$ cat src/rtl/muldiv_unit_pkg.sv
// rtl/muldiv_unit_pkg.sv - shared types for the iterative multiply/divide unit
package muldiv_unit_pkg;

  typedef enum logic [1:0] {
    MDU_MULT,
    MDU_MULTU,
    MDU_DIV,
    MDU_DIVU
  } Mdu_op_t;

  typedef enum logic [1:0] {
    MDU_IDLE,
    MDU_CALC,
    MDU_FIX,
    MDU_DONE
  } Mdu_state_t;

endpackage

$ cat src/rtl/muldiv_unit.sv
// rtl/muldiv_unit.sv - iterative shift-add multiplier / restoring divider for the EX stage
module muldiv_unit
  import muldiv_unit_pkg::*;
#(
  parameter int WIDTH = 32
) (
  input  logic             clk,
  input  logic             rst,
  input  logic             start_i,
  input  Mdu_op_t          op_i,
  input  logic [WIDTH-1:0] opa_i,
  input  logic [WIDTH-1:0] opb_i,
  input  logic             cancel_i,
  output logic             stallreq_o,
  output logic             done_o,
  output logic [WIDTH-1:0] hi_o,
  output logic [WIDTH-1:0] lo_o
);

  localparam int CW = $clog2(WIDTH + 1);

  Mdu_state_t         state, state_next;
  logic [CW-1:0]      cnt;
  logic [WIDTH-1:0]   operand_q;   // multiplicand for MULT, divisor for DIV
  logic [2*WIDTH-1:0] acc;         // {hi, lo}: product or {remainder, quotient}
  logic               is_div;
  logic               res_neg;
  logic               rem_neg;

  logic               accept;
  logic               op_div;
  logic               op_signed;
  logic               a_sign;
  logic               b_sign;
  logic               div_zero;
  logic [WIDTH-1:0]   a_abs;
  logic [WIDTH-1:0]   b_abs;

  logic [WIDTH:0]     add_x;
  logic [WIDTH:0]     add_y;
  logic               add_sub;
  logic [WIDTH+1:0]   add_sum;
  logic [2*WIDTH-1:0] acc_step;

  logic [2*WIDTH-1:0] prod_fix;
  logic [WIDTH-1:0]   quot_fix;
  logic [WIDTH-1:0]   rem_fix;

  assign accept    = (state == MDU_IDLE) && start_i && !cancel_i;
  assign op_div    = (op_i == MDU_DIV) || (op_i == MDU_DIVU);
  assign op_signed = (op_i == MDU_MULT) || (op_i == MDU_DIV);
  assign a_sign    = op_signed && opa_i[WIDTH-1];
  assign b_sign    = op_signed && opb_i[WIDTH-1];
  assign a_abs     = a_sign ? (WIDTH'(0) - opa_i) : opa_i;
  assign b_abs     = b_sign ? (WIDTH'(0) - opb_i) : opb_i;
  assign div_zero  = op_div && (opb_i == '0);

  // Shared iteration adder: add the multiplicand, or trial-subtract the divisor from the shifted remainder
  always_comb begin
    add_x   = {1'b0, acc[2*WIDTH-1:WIDTH]};
    add_y   = {1'b0, operand_q};
    add_sub = 1'b0;
    if (is_div) begin
      add_x   = {acc[2*WIDTH-1:WIDTH], acc[WIDTH-1]};
      add_y   = ~{1'b0, operand_q};
      add_sub = 1'b1;
    end
    // Carry out of bit WIDTH is the "no borrow" flag when subtracting
    add_sum = {1'b0, add_x} + {1'b0, add_y} + (WIDTH+2)'(add_sub);
  end

  // One iteration step of the accumulator
  always_comb begin
    acc_step = '0;
    if (is_div) begin
      if (add_sum[WIDTH+1])
        acc_step = {add_sum[WIDTH-1:0], acc[WIDTH-2:0], 1'b1};
      else
        acc_step = {acc[2*WIDTH-2:0], 1'b0};
    end else begin
      if (acc[0])
        acc_step = {add_sum[WIDTH:0], acc[WIDTH-1:1]};
      else
        acc_step = {1'b0, acc[2*WIDTH-1:1]};
    end
  end

  // Sign correction of the unsigned magnitude result
  always_comb begin
    prod_fix = res_neg ? ((2*WIDTH)'(0) - acc) : acc;
    quot_fix = res_neg ? (WIDTH'(0) - acc[WIDTH-1:0]) : acc[WIDTH-1:0];
    rem_fix  = rem_neg ? (WIDTH'(0) - acc[2*WIDTH-1:WIDTH]) : acc[2*WIDTH-1:WIDTH];
  end

  // FSM state register
  always_ff @(posedge clk) begin
    if (rst) state <= MDU_IDLE;
    else     state <= state_next;
  end

  // FSM next-state logic
  always_comb begin
    state_next = state;
    case (state)
      MDU_IDLE: if (accept) state_next = div_zero ? MDU_FIX : MDU_CALC;
      MDU_CALC: begin
        if (cancel_i)                     state_next = MDU_IDLE;
        else if (cnt == CW'(WIDTH - 1))   state_next = MDU_FIX;
      end
      MDU_FIX:  state_next = cancel_i ? MDU_IDLE : MDU_DONE;
      MDU_DONE: state_next = MDU_IDLE;
      default:  state_next = MDU_IDLE;
    endcase
  end

  // FSM outputs: stall from the accepting cycle until the result is in DONE
  always_comb begin
    stallreq_o = accept || (state == MDU_CALC) || (state == MDU_FIX);
  end

  // Datapath registers: operand latch, iteration, result capture and done pulse
  always_ff @(posedge clk) begin
    if (rst) begin
      cnt       <= '0;
      operand_q <= '0;
      acc       <= '0;
      is_div    <= 1'b0;
      res_neg   <= 1'b0;
      rem_neg   <= 1'b0;
      hi_o      <= '0;
      lo_o      <= '0;
      done_o    <= 1'b0;
    end else begin
      done_o <= (state == MDU_FIX) && !cancel_i;
      case (state)
        MDU_IDLE: begin
          if (accept) begin
            is_div <= op_div;
            cnt    <= '0;
            if (div_zero) begin
              // Forced result passes through FIX untouched
              operand_q <= '0;
              acc       <= {opa_i, {WIDTH{1'b1}}};
              res_neg   <= 1'b0;
              rem_neg   <= 1'b0;
            end else begin
              operand_q <= op_div ? b_abs : a_abs;
              acc       <= {{WIDTH{1'b0}}, (op_div ? a_abs : b_abs)};
              res_neg   <= a_sign ^ b_sign;
              rem_neg   <= a_sign;
            end
          end
        end
        MDU_CALC: begin
          acc <= acc_step;
          cnt <= cnt + CW'(1);
        end
        MDU_FIX: begin
          if (!cancel_i) begin
            if (is_div) begin
              hi_o <= rem_fix;
              lo_o <= quot_fix;
            end else begin
              hi_o <= prod_fix[2*WIDTH-1:WIDTH];
              lo_o <= prod_fix[WIDTH-1:0];
            end
          end
        end
        default: ;
      endcase
    end
  end

endmodule

$ cat config.mk
export PLATFORM = sky130hd
export DESIGN_NAME = muldiv_unit
export DESIGN_NICKNAME = d
export VERILOG_FILES = /design/src/rtl/muldiv_unit_pkg.sv /design/src/rtl/muldiv_unit.sv
export SDC_FILE = /design/constraint.sdc
export NUM_CORES = 1
export LEC_CHECK = 0
export CAP_MARGIN = 20
export CORE_ASPECT_RATIO = 0.75
export CORE_MARGIN = 5
export CORE_UTILIZATION = 55
export CTS_BUF_LIST = sky130_fd_sc_hd__clkbuf_16
export DETAILED_ROUTE_END_ITERATION = 6
export PLACE_DENSITY = 0.86
export SLEW_MARGIN = 20
export SYNTH_ARGS = -nofsm -noshare
export SYNTH_HDL_FRONTEND = slang
export SYNTH_SLANG_ARGS = --single-unit
$ cat constraint.sdc
create_clock -name clk -period 12.2 [get_ports clk]
set_input_delay 1.83 -clock clk [delete_from_list [all_inputs] [get_ports clk]]
set_output_delay 1.83 -clock clk [all_outputs]
set_load 0.01 [all_outputs]
==> reports/results.ini <==
[worst_hold_path]
hold_path_class=flop to flop
hold_start=hi_o[13]$_SDFFE_PP0P_

[worst_setup_path]
critPathLaunch=opb_i[14]
endpoint_kind=flop
cp.arrival_ps=5820
critical_path.max_fanout=32
rr_worst_depth=13
reg2reg_slack_ps=6870
worstSetupPathType=input pin to flop
critical_path.endpoint=operand_q[30]$_SDFFE_PP0P_
worstPathRequired_ps=12540
r2r-start=is_div$_SDFFE_PP0P_
startpoint_type=input pin
r2r-end=acc[60]$_SDFFE_PP0P_

[routing]
wirelength_um=46100
via_per_inst=6.66
first_iter_violations=2116
drc=0
vias=14300
firstDrtPassIters=6
detail-route-antenna-nets=0
wl_per_cell_um=21.4

[cts]
cts.sinks=172
ctsHoldBuffers=0
cts-root-buf=clkbuf_16
htree_levels=4
cts_resized=0
clk_pin_slew_ps=60
cts_buffer_depth=2
cts_buffers=17
cts_setup_buffers=0
clk_latency_ps=450
cts_tree=built

[sta]
hold_slack_ps=452
max_slew.worst_pin.slew_ps=1180
rsz0062_at_grt=no
setup_slack_ps=6720
drv_slew=0
setup_violations=0
hold_viol=0
period_share_pct=44.9
finClkSkew_ps=13.2
fmax_ghz=0.182
period_needed_ps=5480
fin_tns_setup_ps=0
slew_headroom_pct=21.2

[synthesis]
synth.mux.area_fraction_pct=7.35
synth_top_family_by_area=compound AO/OA/AOI/OAI gates
synth_compound_area_share_pct=25.6
yosys-top-cells-area=dfxtp_1 25%, xor2_1 7.3%, a21oi_1 5.8%, nor2_1 5.2%, mux2i_1 4.9%
synth-async-reset-ratio_pct=0
synthDistinctLibCells=72
yosysMostFrequentCell=nor2_1
syn_inst=1795
synth-adder-area-share_pct=3.47
syn_avg_cell_area_um2=7.56
ys_ff_latch=172
synth_nets=1902
synth_commonest_cells=187 x nor2_1, 175 x nand2_1, 172 x dfxtp_1
ys_seq_area_share_pct=25.4
ys_warn_count=0
synth_flop_cell=dfxtp_1
synth.largest_area_cell=dfxtp_1
synth_xor_area_share_pct=11.3
synth.cell_area_um2=13600
synth_simple_gate_area_share_pct=20.6
synth_edf_count=0
synth.top_cell.area_share_pct=25.4

[run]
drv_cap=0

[layout]
drive_above_1_share_pct=5.34
instances_no_fill=2149
finish.utilization_pct=63.5
syn2layout_area_growth_pct=13.0
fin_nets=1914
fin_area_um2=15300
antennaDiodeCount=0

[power_and_ir_drop]
total_power_mw=1.72
peakVddDrop_mv=0.112
powerDensity_nw_per_um2=112
p_int_mw=1.10
p_leak_nw=5.64
pwr-share-clk_pct=31.0
swShare_pct=36.2
power_frac_comb_pct=29.8
pwr-share-seq_pct=39.1
p_sw_mw=0.622

[place]
dp_hpwl_um=34000
post-place-cells=2119
place_ws_ps=6410
numPortBuffers=135
gp_congestion=1.02
placed_area_um2=14800

[floorplanning]
coreArea_um2=24200
die_w_um=191
initial_core_util_pct=56.2
die_area_um2=27900
io_pins=136
die_h_um=146
rows=49

[global_route]
grt_pass1_vias=12900
grt_max_degree=103
grt_pass1_wl_um=70400
grt_use_total_pct=31.3
antenna_found_initial=0
overflow=0

[run_status]
status=completed

==> per-layer routing <==
metal	vias up	global-route usage, %	wire length, um
met1	6622	44.9	19400
met3	139	7.30	5590
li1	6568	-	-
met5	-	0	0
met4	0	11.1	1630
met2	980	46.0	19400
==> cell families after synthesis <==
| kind of cell | count (synthesis) |
|---|---|
| xor+xnor | 175 |
| mux | 96 |
| buf+inv | 194 |
| flops | 172 |
| compound gates | 527 |
| simple gates | 594 |
| fa+ha+maj | 37 |
==> power groups by stage <==
stage	logic (mW)	registers (mW)	clock network, mW
6_report	0.513	0.673	0.533
5_1_grt	0.553	0.674	0.555
4_1_cts	0.501	0.666	0.533
3_5_place_dp	0.497	0.678	0
3_3_place_gp	0.488	0.676	0
2_1_floorplan	0.379	0.638	0
==> cell usage in the layout, fill, tap and decap left out, types with 62 or more instances in the layout <==
cell type,n
mux2i_1,67
a21oi_1,156
xnor2_1,62
clkdlybuf4s50_1,133
nand2_1,175
nor2_1,185
o21ai_0,93
xor2_1,113
a211oi_1,72
dfxtp_1,171
==> critical path, cell delays in order <==
cell,delay (ps)
clkdlybuf4s50_1,500
or4_1,650
nor4_1,470
and3_1,310
and3_1,160
buf_4,300
nand2b_1,710
nor2_1,450
o21ai_0,180
a21oi_1,60
a21o_1,180
==> worst min path at each step <==
stage	slack, ps	depth (start not counted)	to
2_1_floorplan	430	2	operand_q[28]$_SDFFE_PP0P_
3_3_place_gp	440	2	hi_o[8]$_SDFFE_PP0P_
3_5_place_dp	450	2	hi_o[13]$_SDFFE_PP0P_
4_1_cts	450	2	hi_o[13]$_SDFFE_PP0P_
5_1_grt	480	2	hi_o[15]$_SDFFE_PP0P_
6_report	450	2	hi_o[13]$_SDFFE_PP0P_
==> registers in the layout (all words and copies together), names as in the netlist <==
signal and cells:
state 2, operand_q 32, is_div 1, res_neg 1, hi_o 32, rem_neg 1, cnt 6, done_o 1
acc 64, lo_o 32
==> final cells by class <==
class | count | area, um^2
sequential | 172 | 3450
clock buffer | 17 | 425
fill | 2136 | 8830
timing repair buffer | 154 | 1490
multi-input combinational | 1429 | 9300
clock inverter | 13 | 128
inverter | 33 | 124
tap | 331 | 414
Note: power is estimated with default switching activity, not from simulation.
